$ cat src/rtl/jesd204b_pkg.sv
// Shared JESD204B TX definitions: control characters and link-state encoding.
package jesd204b_pkg;

   localparam logic [7:0] K28_5 = 8'hBC;  // /K/ code-group sync
   localparam logic [7:0] K28_0 = 8'h1C;  // /R/ multiframe start
   localparam logic [7:0] K28_3 = 8'h7C;  // /A/ multiframe end
   localparam logic [7:0] K28_4 = 8'h9C;  // /Q/ config follows

   typedef enum logic [1:0] {
      ST_CGS  = 2'd0,
      ST_ILAS = 2'd1,
      ST_DATA = 2'd2
   } link_state_t;

endpackage

$ cat src/rtl/tx_jesd_sync_ctrl_if.sv
// Octet path between user source, the sync controller and the TX link layer.
interface tx_jesd_sync_ctrl_if;

   // s_data is consumed on every clock where s_vld && s_rdy; s_rdy never
   // depends on s_vld. o_data/o_k are meaningful only while o_vld is high.
   logic [7:0] s_data;
   logic       s_vld;
   logic       s_rdy;
   logic [7:0] o_data;
   logic       o_vld;
   logic       o_k;

   modport master (
      output s_data, s_vld,
      input  s_rdy, o_data, o_vld, o_k
   );

   modport slave (
      input  s_data, s_vld,
      output s_rdy, o_data, o_vld, o_k
   );

endinterface

$ cat src/rtl/tx_lmfc_cnt.sv
// Free-running local multiframe counter 0..FK-1 with a registered wrap pulse.
module tx_lmfc_cnt #(
   parameter int FK = 32,
   parameter int CW = $clog2(FK)
) (
   input  logic          clk,
   input  logic          rst,
   output logic [CW-1:0] cnt,
   output logic          o_lmfc
);

   localparam logic [CW-1:0] LAST = CW'(FK - 1);

   always_ff @(posedge clk) begin
      if (rst) begin
         cnt    <= '0;
         o_lmfc <= 1'b0;
      end else begin
         o_lmfc <= (cnt == '0);
         cnt    <= (cnt == LAST) ? '0 : cnt + CW'(1);
      end
   end

endmodule

$ cat src/rtl/tx_jesd_sync_ctrl.sv
// JESD204B TX link-state controller: CGS -> LMFC-aligned ILAS -> user data.
// Define TX_STATUS_CNT_EN to add underflow and resync event counters.
module tx_jesd_sync_ctrl
   import jesd204b_pkg::*;
#(
   parameter int F          = 1,
   parameter int K          = 32,
   parameter int ILAS_MF    = 4,
   parameter int RESYNC_CYC = 4
) (
   input  logic                 clk,
   input  logic                 rst,
   input  logic                 sync_n,
   input  logic [111:0]         ilas_cfg,
   tx_jesd_sync_ctrl_if.slave   link,
   output logic [1:0]           o_state,
   output logic                 o_lmfc,
   output logic                 o_underflow
`ifdef TX_STATUS_CNT_EN
   ,
   output logic [15:0]          o_underflow_cnt,
   output logic [7:0]           o_resync_cnt
`endif
);

   localparam int FK  = F * K;
   localparam int CW  = $clog2(FK);
   localparam int MFW = (ILAS_MF > 1) ? $clog2(ILAS_MF) : 1;
   localparam int RCW = $clog2(RESYNC_CYC + 1);
   localparam logic [CW-1:0] LAST = CW'(FK - 1);

   if (F * K < 17) begin : g_fk_check
      $error("tx_jesd_sync_ctrl: F*K must be at least 17");
   end

   logic [CW-1:0]  cnt;
   link_state_t    state, state_nxt;
   logic [MFW-1:0] mf, mf_nxt;
   logic [RCW-1:0] low_cnt, low_cnt_nxt;
   logic [111:0]   cfg_q;
   logic           wrap;
   logic           resync_hit;
   logic           entering_cgs;
   logic [3:0]     cfg_idx;
   logic [7:0]     ilas_data;
   logic           ilas_k;

   tx_lmfc_cnt #(.FK(FK), .CW(CW)) u_lmfc (
      .clk    (clk),
      .rst    (rst),
      .cnt    (cnt),
      .o_lmfc (o_lmfc)
   );

   assign wrap         = (cnt == LAST);
   assign entering_cgs = (state != ST_CGS) && (state_nxt == ST_CGS);
   assign link.s_rdy   = (state == ST_DATA);
   assign o_state      = state;

   always_ff @(posedge clk) begin
      if (rst) begin
         state   <= ST_CGS;
         mf      <= '0;
         low_cnt <= '0;
      end else begin
         state   <= state_nxt;
         mf      <= mf_nxt;
         low_cnt <= low_cnt_nxt;
      end
   end

   always_comb begin
      state_nxt   = state;
      mf_nxt      = mf;
      low_cnt_nxt = '0;
      resync_hit  = 1'b0;
      // Short sync_n low runs are receiver error reports; only a sustained run resyncs.
      if (state != ST_CGS && !sync_n) begin
         if (low_cnt == RCW'(RESYNC_CYC - 1)) resync_hit = 1'b1;
         else                                 low_cnt_nxt = low_cnt + RCW'(1);
      end
      case (state)
         ST_CGS: begin
            if (sync_n && wrap) begin
               state_nxt = ST_ILAS;
               mf_nxt    = '0;
            end
         end
         ST_ILAS: begin
            if (wrap) begin
               if (mf == MFW'(ILAS_MF - 1)) state_nxt = ST_DATA;
               else                         mf_nxt    = mf + MFW'(1);
            end
         end
         ST_DATA: state_nxt = ST_DATA;
         default: state_nxt = ST_CGS;
      endcase
      if (resync_hit) state_nxt = ST_CGS;
   end

   // ILAS octet for the current multiframe position; the config block fills mf 1.
   assign cfg_idx = cnt[3:0] - 4'd2;

   always_comb begin
      ilas_data = 8'(cnt);
      ilas_k    = 1'b0;
      if (cnt == '0) begin
         ilas_data = K28_0;
         ilas_k    = 1'b1;
      end else if (wrap) begin
         ilas_data = K28_3;
         ilas_k    = 1'b1;
      end else if (mf == MFW'(1) && cnt == CW'(1)) begin
         ilas_data = K28_4;
         ilas_k    = 1'b1;
      end else if (mf == MFW'(1) && cnt <= CW'(15)) begin
         ilas_data = cfg_q[{cfg_idx, 3'b000} +: 8];
      end
   end

   always_ff @(posedge clk) begin
      if (rst) begin
         link.o_data <= 8'h00;
         link.o_vld  <= 1'b0;
         link.o_k    <= 1'b0;
         o_underflow <= 1'b0;
         cfg_q       <= '0;
      end else begin
         if (state == ST_CGS && state_nxt == ST_ILAS) cfg_q <= ilas_cfg;
         case (state)
            ST_CGS: begin
               link.o_data <= K28_5;
               link.o_k    <= 1'b1;
               link.o_vld  <= 1'b1;
            end
            ST_ILAS: begin
               link.o_data <= ilas_data;
               link.o_k    <= ilas_k;
               link.o_vld  <= 1'b1;
            end
            ST_DATA: begin
               link.o_k   <= 1'b0;
               link.o_vld <= link.s_vld;
               if (link.s_vld) link.o_data <= link.s_data;
            end
            default: begin
               link.o_k   <= 1'b0;
               link.o_vld <= 1'b0;
            end
         endcase
         if (entering_cgs)                          o_underflow <= 1'b0;
         else if (state == ST_DATA && !link.s_vld)  o_underflow <= 1'b1;
      end
   end

`ifdef TX_STATUS_CNT_EN
   always_ff @(posedge clk) begin
      if (rst) begin
         o_underflow_cnt <= '0;
         o_resync_cnt    <= '0;
      end else begin
         if (entering_cgs)
            o_underflow_cnt <= '0;
         else if (state == ST_DATA && !link.s_vld && o_underflow_cnt != 16'hFFFF)
            o_underflow_cnt <= o_underflow_cnt + 16'd1;
         if (resync_hit && o_resync_cnt != 8'hFF)
            o_resync_cnt <= o_resync_cnt + 8'd1;
      end
   end
`endif

endmodule

$ cat src/flat_wrapper.sv
// flat-port wrapper written by rule: the top's interface ports become plain ports
module tx_jesd_sync_ctrl_flat import jesd204b_pkg::*;
#(
   parameter int F          = 1,
   parameter int K          = 32,
   parameter int ILAS_MF    = 4,
   parameter int RESYNC_CYC = 4
)
  (clk, rst, sync_n, ilas_cfg, o_state, o_lmfc, o_underflow, link_s_data, link_s_vld, link_s_rdy, link_o_data, link_o_vld, link_o_k);
  tx_jesd_sync_ctrl_if link_i ();
  input  logic clk;
  input  logic rst;
  input  logic sync_n;
  input  logic [111:0] ilas_cfg;
  output logic [1:0] o_state;
  output logic o_lmfc;
  output logic o_underflow;
  input wire logic [$bits(link_i.s_data)-1:0] link_s_data;
  input wire logic [$bits(link_i.s_vld)-1:0] link_s_vld;
  output wire logic [$bits(link_i.s_rdy)-1:0] link_s_rdy;
  output wire logic [$bits(link_i.o_data)-1:0] link_o_data;
  output wire logic [$bits(link_i.o_vld)-1:0] link_o_vld;
  output wire logic [$bits(link_i.o_k)-1:0] link_o_k;
  assign link_i.s_data = link_s_data;
  assign link_i.s_vld = link_s_vld;
  assign link_s_rdy = link_i.s_rdy;
  assign link_o_data = link_i.o_data;
  assign link_o_vld = link_i.o_vld;
  assign link_o_k = link_i.o_k;
  tx_jesd_sync_ctrl #(.F(F), .K(K), .ILAS_MF(ILAS_MF), .RESYNC_CYC(RESYNC_CYC)) u_core (.clk(clk), .rst(rst), .sync_n(sync_n), .ilas_cfg(ilas_cfg), .link(link_i), .o_state(o_state), .o_lmfc(o_lmfc), .o_underflow(o_underflow));
endmodule
$ cat config.mk
export PLATFORM = sky130hd
export DESIGN_NAME = tx_jesd_sync_ctrl_flat
export DESIGN_NICKNAME = d
export VERILOG_FILES = /design/src/rtl/jesd204b_pkg.sv /design/src/rtl/tx_jesd_sync_ctrl_if.sv /design/src/rtl/tx_lmfc_cnt.sv /design/src/rtl/tx_jesd_sync_ctrl.sv /design/src/flat_wrapper.sv
export SDC_FILE = /design/constraint.sdc
export NUM_CORES = 1
export LEC_CHECK = 0
export CAP_MARGIN = 20
export CORE_UTILIZATION = 55
export DETAILED_ROUTE_END_ITERATION = 12
export PLACE_DENSITY = 0.88
export SYNTH_ARGS = -nofsm -noshare
export SYNTH_HDL_FRONTEND = slang
export SYNTH_HIERARCHICAL = 1
export SYNTH_SLANG_ARGS = --single-unit
$ cat constraint.sdc
create_clock -name clk -period 7.3 [get_ports clk]
set_input_delay 0.73 -clock clk [delete_from_list [all_inputs] [get_ports clk]]
set_output_delay 0.73 -clock clk [all_outputs]
set_load 0.02 [all_outputs]
==> Word-level counts from Yosys, hierarchy flattened <==
Cells that the tools add are included.
W data, S select, Z words.
{ "word_totals": {"reg_bits": 136, "wordCells": 72, "output_inout_bits": 15, "input_bits": 124} }
{ "op_classes": {"n_eq_ne": 12, "add_sub_neg": 4, "order_cmp": 1, "shift": 1, "bitwise": 1, "n_reduce_logical": 21, "mux": 22} }
{ "ops": {"columns": ["op", "n"], "rows": [
  ["$shiftx A112 B8 Y8", 1],
  ["$mux W8", 5],
  ["$pmux W8 S3", 1],
  ["$mux W2", 7],
  ["$logic_and A1 B1 Y1", 7],
  ["$eq A2 B1 Y1 const B", 3],
  ["$pmux W2 S3", 1],
  ["$reduce_or A2 Y1", 3],
  ["$add A5 B1 Y5 const B", 1],
  ["$eq A5 B1 Y1 const B", 1],
  ["$eq A5 B5 Y1 const B", 1],
  ["$le A5 B4 Y1 const B", 1],
  ["$logic_not A5 Y1", 1],
  ["$mux W1", 5],
  ["$eq A2 B2 Y1 const B", 2],
  ["$logic_not A2 Y1", 2],
  ["$ne A2 B1 Y1 const B", 2],
  ["$ne A2 B2 Y1 const B", 2],
  ["$pmux W1 S2", 2],
  ["$pmux W2 S2", 1],
  ["$reduce_and A4 Y1", 1],
  ["$reduce_bool A2 Y1", 2],
  ["$sub A4 B2 Y4 const B", 1],
  ["$add A3 B1 Y3 const B", 1],
  ["7 further kinds", 8]
]} }

==> Depth between registers and ports, before layout <==
{ "depth": {"depth_word": 8, "mapped_depth": 9, "depth_no_buf": 7} }

==> Hierarchy <==
Netlist, hierarchy kept.
{ "modules_own_cells": {"columns": ["module", "seq_area_each_um2", "area_per_inst_um2", "cells_per_inst", "instances"], "rows": [
  ["tx_jesd_sync_ctrl", 2602.5, 6087.1, 590, 1],
  ["tx_lmfc_cnt", 120.1, 247.7, 23, 1]
]} }

==> Worst setup path before layout <==
No wires, ideal clock.
{ "synth_timing": {"kind": "register to register", "start": "register u_core.u_lmfc.cnt[1]", "end": "register u_core.link.o_data[5]", "required_time_ns": 7.166, "setup_time_ns": 0.134, "setup_slack_ns": 4.933, "arrival_time_ns": 2.233, "path_buffers": 2, "path_stages_with_launch": 9, "synth_period_minus_slack_ns": 2.367, "path_cell_list": "dfxtp_1 > buf_2 > inv_1 > ha_1 > clkbuf_1 > mux4_2 > a22o_1 > o2111ai_1 > a211oi_1"} }
{ "synth_between": {"elab_chain_cells": 7, "elab_cells_between_ends": 13, "classes_between": "1 x add/sub; 1 x order compare; 2 x eq/ne; 1 x shift; 5 x mux; 3 x reduce/logical"} }
{ "synth_lines": {"columns": ["element", "line", "source"], "rows": [
  ["from (decl)", "tx_lmfc_cnt.sv:8", "output logic [CW-1:0] cnt,"],
  ["from (signal assigned)", "tx_lmfc_cnt.sv:20", "cnt <= (cnt == LAST) ? '0 : cnt + CW'(1);"],
  ["$sub A4 B2 Y4 or $le A5 B4 Y1 (tied branches)", "tx_jesd_sync_ctrl.sv:102, tx_jesd_sync_ctrl.sv:116", null],
  ["$shiftx A112 B8 Y8 or $logic_and A1 B1 Y1 (tied branches)", "tx_jesd_sync_ctrl.sv:117, tx_jesd_sync_ctrl.sv:116", null],
  ["$mux W8", "tx_jesd_sync_ctrl.sv:116", "end else if (mf == MFW'(1) && cnt <= CW'(15)) begin"],
  ["$mux W8", "tx_jesd_sync_ctrl.sv:113", "end else if (mf == MFW'(1) && cnt == CW'(1)) begin"],
  ["$mux W8", "tx_jesd_sync_ctrl.sv:110", "end else if (wrap) begin"],
  ["$mux W8 (*)", "tx_jesd_sync_ctrl.sv:107", "if (cnt == '0) begin"],
  ["$pmux W8 S3 (*)", "tx_jesd_sync_ctrl.sv:130", "case (state)"],
  ["to (signal assigned)", "tx_jesd_sync_ctrl.sv:137", "link.o_data <= ilas_data;"],
  ["to (signal assigned)", "tx_jesd_sync_ctrl.sv:144", "if (link.s_vld) link.o_data <= link.s_data;"],
  ["to (decl)", "tx_jesd_sync_ctrl_if.sv:20", "output s_rdy, o_data, o_vld, o_k"]
]} }
Mark *: on every way between the ends. The rest lies on a longest branch, timed or not.
A chain may end at the register's enable or synchronous reset.

==> Final worst setup path <==
{ "layout_timing": {"start": "register u_core.state[1], in the netlist u_core/o_state[1]", "end": "register u_core.cfg_q[25]"} }
{ "layout_between": {"elab_chain_cells": 6, "elab_cells_between_ends": 13, "classes_between": "3 x eq/ne; 6 x mux; 4 x reduce/logical"} }
{ "layout_lines": {"columns": ["element", "line", "source"], "rows": [
  ["from (decl)", "tx_jesd_sync_ctrl.sv:37", "link_state_t state, state_nxt;"],
  ["from (signal assigned)", "tx_jesd_sync_ctrl.sv:66", "state <= state_nxt;"],
  ["$mux W2 or $reduce_bool A2 Y1 (tied branches)", "tx_jesd_sync_ctrl.sv:91, tx_jesd_sync_ctrl.sv:78", null],
  ["$mux W2 or $logic_and A1 B1 Y1 (tied branches)", "tx_jesd_sync_ctrl.sv:90, tx_jesd_sync_ctrl.sv:78", null],
  ["$pmux W2 S3 or $mux W1 (tied branches)", "tx_jesd_sync_ctrl.sv:82, tx_jesd_sync_ctrl.sv:78", null],
  ["$mux W2", "tx_jesd_sync_ctrl.sv:98", "if (resync_hit) state_nxt = ST_CGS;"],
  ["$eq A2 B1 Y1", "tx_jesd_sync_ctrl.sv:129", "if (state == ST_CGS && state_nxt == ST_ILAS) cfg_q <= ilas_cfg;"],
  ["$logic_and A1 B1 Y1 (*)", "tx_jesd_sync_ctrl.sv:129", null],
  ["to (signal assigned)", "tx_jesd_sync_ctrl.sv:129", null],
  ["to (decl)", "tx_jesd_sync_ctrl.sv:40", "logic [111:0] cfg_q;"]
]} }
Marks and branches as above.

==> summary.txt <==
Status = complete, no violations
Post-cts sizing count = 0
Clock root buffer = clkbuf_16
Vias = 5182
Post-synth top area cell = dfxtp_1
Worst-Margin Slew = 1.05 ns
Vias in the first global route = 5212
Synth Register Bits = 136
Fraction of layout cells with a size suffix above 1 = 10.0%
Met2 wire len = 8000 um
Post-synth cell types = 58
Worst EP arrival = 3.26 ns
Min Tclk post-route = 3.00 ns
Postcts setup bufs = 0
First-pass GRT wire length = 25300 um
Maximum VDD drop = 0.142 mV
Clk slew on worst S/H paths = 0.06 ns
Sink Count = 136
Ports = 139
# port buffers = 138
Synth Instances = 613
Largest net degree at the start of global routing = 72
Max_cap viols = 0
Final Hold Viols = 0
Synth top cells by count = 136 x dfxtp_1, 129 x nor2_1, 117 x mux2i_1
Met1 wire length = 6520 um
Prevailing post-synth register cell = dfxtp_1
Yosys top cell area share = 43.0%
Power per cell area = 223 nW/um^2
Syn Std Cell Area = 6330 sq um
Die ar. = 12000 sq um
WL met3 = 1020 um
Pre-antenna DRT Iters = 5
Placed cell count = 858
GR Overflow Total = 0
Setup slack at placement = 4.09 ns
Non-Filler Instances = 890
Max frequency = 333 MHz
Ant. Diodes = 0
RSZ-0062 raised after global routing = no
Gpl congestion = 0.914
Average size of a mapped cell = 10.3 sq um
Post-synthesis sequential area ratio = 43.0%
Final setup vio count = 0
Final Cycle Share = 41.1%
DR vias/cell = 5.82
CTS H-tree depth = 4
Top sig layer = met4
Setup tns final = 0 ns
Final WL = 16100 um
Crit end category = flip-flop
Crit-path slowest cell = buf_4
Antenna viol nets, final = 0
Post-DP HPWL = 11100 um
Critical Path Max Stage Delay = 0.84 ns
CTS Buffer Depth = 2
Setup CP Type = flip-flop to flip-flop
Initial Util = 57.4%
Initial drt markers = 361
DRC = 0
Worst clock skew = 0.00795 ns
Count leader, synth = dfxtp_1
Crit path buf inv count = 2
Layout area overhead = 31.4%
Nets@finish = 875
CP Cell Sequence = inv_1 -> ha_1 -> a21oi_1 -> o31ai_1 -> nor4_4 -> buf_4 -> mux2i_1 -> nor2_1
Setup ws final = 4.30 ns
CTS buffer count = 17
Dpl cell area = 7680 sq um
Die X = 109 um
Fin. max-slew vios = 0
Synth warn = 6
Rows = 38
CP delay by family, top = buffers and inverters
Clock Latency Late Sink = 0.41 ns
LEAKAGE = 2.91 nW
Area of the core = 11000 sq um
Worst slew margin = 30.1%
Setup crit start kind = flip-flop
CTS tree = yes
CP required = 7.56 ns
Post-synth ARST share = 0%
Number of antenna violations at the first check in global routing = 0
GRT Total Usage = 28.2%
CTS Hold Buffers Added = 0
Post-synthesis net count = 751
Top cells by area, synth = dfxtp_1 43%, mux2i_1 18%, mux4_2 8.5%
Number of flops mapped to enable cells by yosys = 0
Die Y = 109 um
Wire per inst = 18.1 um
Class of the worst hold path = flip-flop to flip-flop
Crit-path max FO = 64
Fin area = 8320 sq um
-- where the power goes --
| part | switching [W] | internal (W) | leakage, nW | total, W |
|---|---|---|---|---|
| combinational | 0.0000896 | 0.000102 | 1.51 | 0.000191 |
| sequential | 0.00000525 | 0.000750 | 1.10 | 0.000755 |
| clock | 0.000312 | 0.000599 | 0.305 | 0.000910 |
| total | 0.000407 | 0.00145 | 2.91 | 0.00186 |
-- through the flow --
step,hold slack [ns],util (%),power [W]
finish,0.438,75.5,0.00186
global route,0.456,75.5,0.00191
CTS,0.442,75.5,0.00187
detailed placement,0.414,69.6,0.000960
global placement,0.404,69.6,0.000958
floorplan,0.397,-,0.000859
-- layout make-up --
class | instances | area (sq um)
Multi-Input combinational cell | 427 | 3320
Sequential cell | 136 | 2720
Fill cell | 747 | 2710
Timing Repair Buffer | 144 | 1420
Clock buffer | 21 | 470
Tap cell | 140 | 175
Clock inverter | 11 | 170
Inverter | 11 | 41.3
-- worst register-to-register path, delay by kind of cell, from the launching register on --
family | cells | cell delay (ns)
adder cells (fa/ha/maj) | 1 | 0.35
buffers and inverters | 2 | 0.96
AND/OR/NAND/NOR | 2 | 0.41
flip-flops | 1 | 0.42
AO/OA/AOI/OAI | 2 | 0.36
multiplexers | 1 | 0.36
-- path summary, 6_finish.rpt --
path         cells after the start           endpoint         startpoint  slack [ns]
max                              8   u_core/cfg_q[25]  u_core/o_state[1]        4.30
min                              1  u_core/low_cnt[0]  u_core/low_cnt[0]        0.44
max reg2reg                      8   u_core/cfg_q[25]  u_core/o_state[1]        4.30
min reg2reg                      1  u_core/low_cnt[0]  u_core/low_cnt[0]        0.44
-- sequential cells by signal, summed over array words and instances, names as in the netlist --
| register | flops |
|---|---|
| u_core/mf | 2 |
| u_core/link.o_k | 1 |
| u_core/u_lmfc/cnt | 5 |
| u_core/o_state | 2 |
| u_core/link.o_data | 8 |
| u_core/link.o_vld | 1 |
| u_core/cfg_q | 112 |
| u_core/u_lmfc/o_lmfc | 1 |
| u_core/o_underflow | 1 |
| u_core/low_cnt | 3 |
-- cells by family (layout without fill, tap and decap cells) --
family	after synthesis	in the layout	synth area share [%]
multiplexers	147	147	28.1
flip-flops	136	136	43.0
adder cells (fa/ha/maj)	14	14	2.77
buffers and inverters	50	187	4.64
AND/OR/NAND/NOR	203	203	14.2
XOR/XNOR	3	3	0.415
AO/OA/AOI/OAI	60	60	6.87
-- routing by layer --
| layer | global-route usage [%] | vias to the layer above |
|---|---|---|
| met2 | 48.4 | 212 |
| met5 | 0 | - |
| met1 | 33.0 | 2493 |
| met3 | 6.82 | 38 |
| met4 | 13.4 | 0 |
| li1 | - | 2439 |
-- cell usage in the layout, fill, tap and decap left out, drive strengths merged, types with 4 or more instances in the layout --
cell | synthesis | final
o21a | 4 | 4
clkdlybuf4s50 | 0 | 137
buf | 19 | 7
a211oi | 5 | 5
a221oi | 7 | 7
nor2b | 7 | 7
a21oi | 7 | 7
o21ai | 12 | 12
mux4 | 24 | 24
nor3b | 4 | 4
bufinv | 0 | 4
nand2b | 5 | 5
clkinv | 0 | 4
nor3 | 11 | 11
dfxtp | 136 | 136
mux2i | 117 | 117
nand2 | 23 | 23
mux2 | 6 | 6
clkbuf | 20 | 21
nand3 | 8 | 8
inv | 11 | 11
a311oi | 4 | 4
nor2 | 129 | 129
ha | 14 | 14
a31oi | 4 | 4
Note: power is estimated with default switching activity, not from simulation.
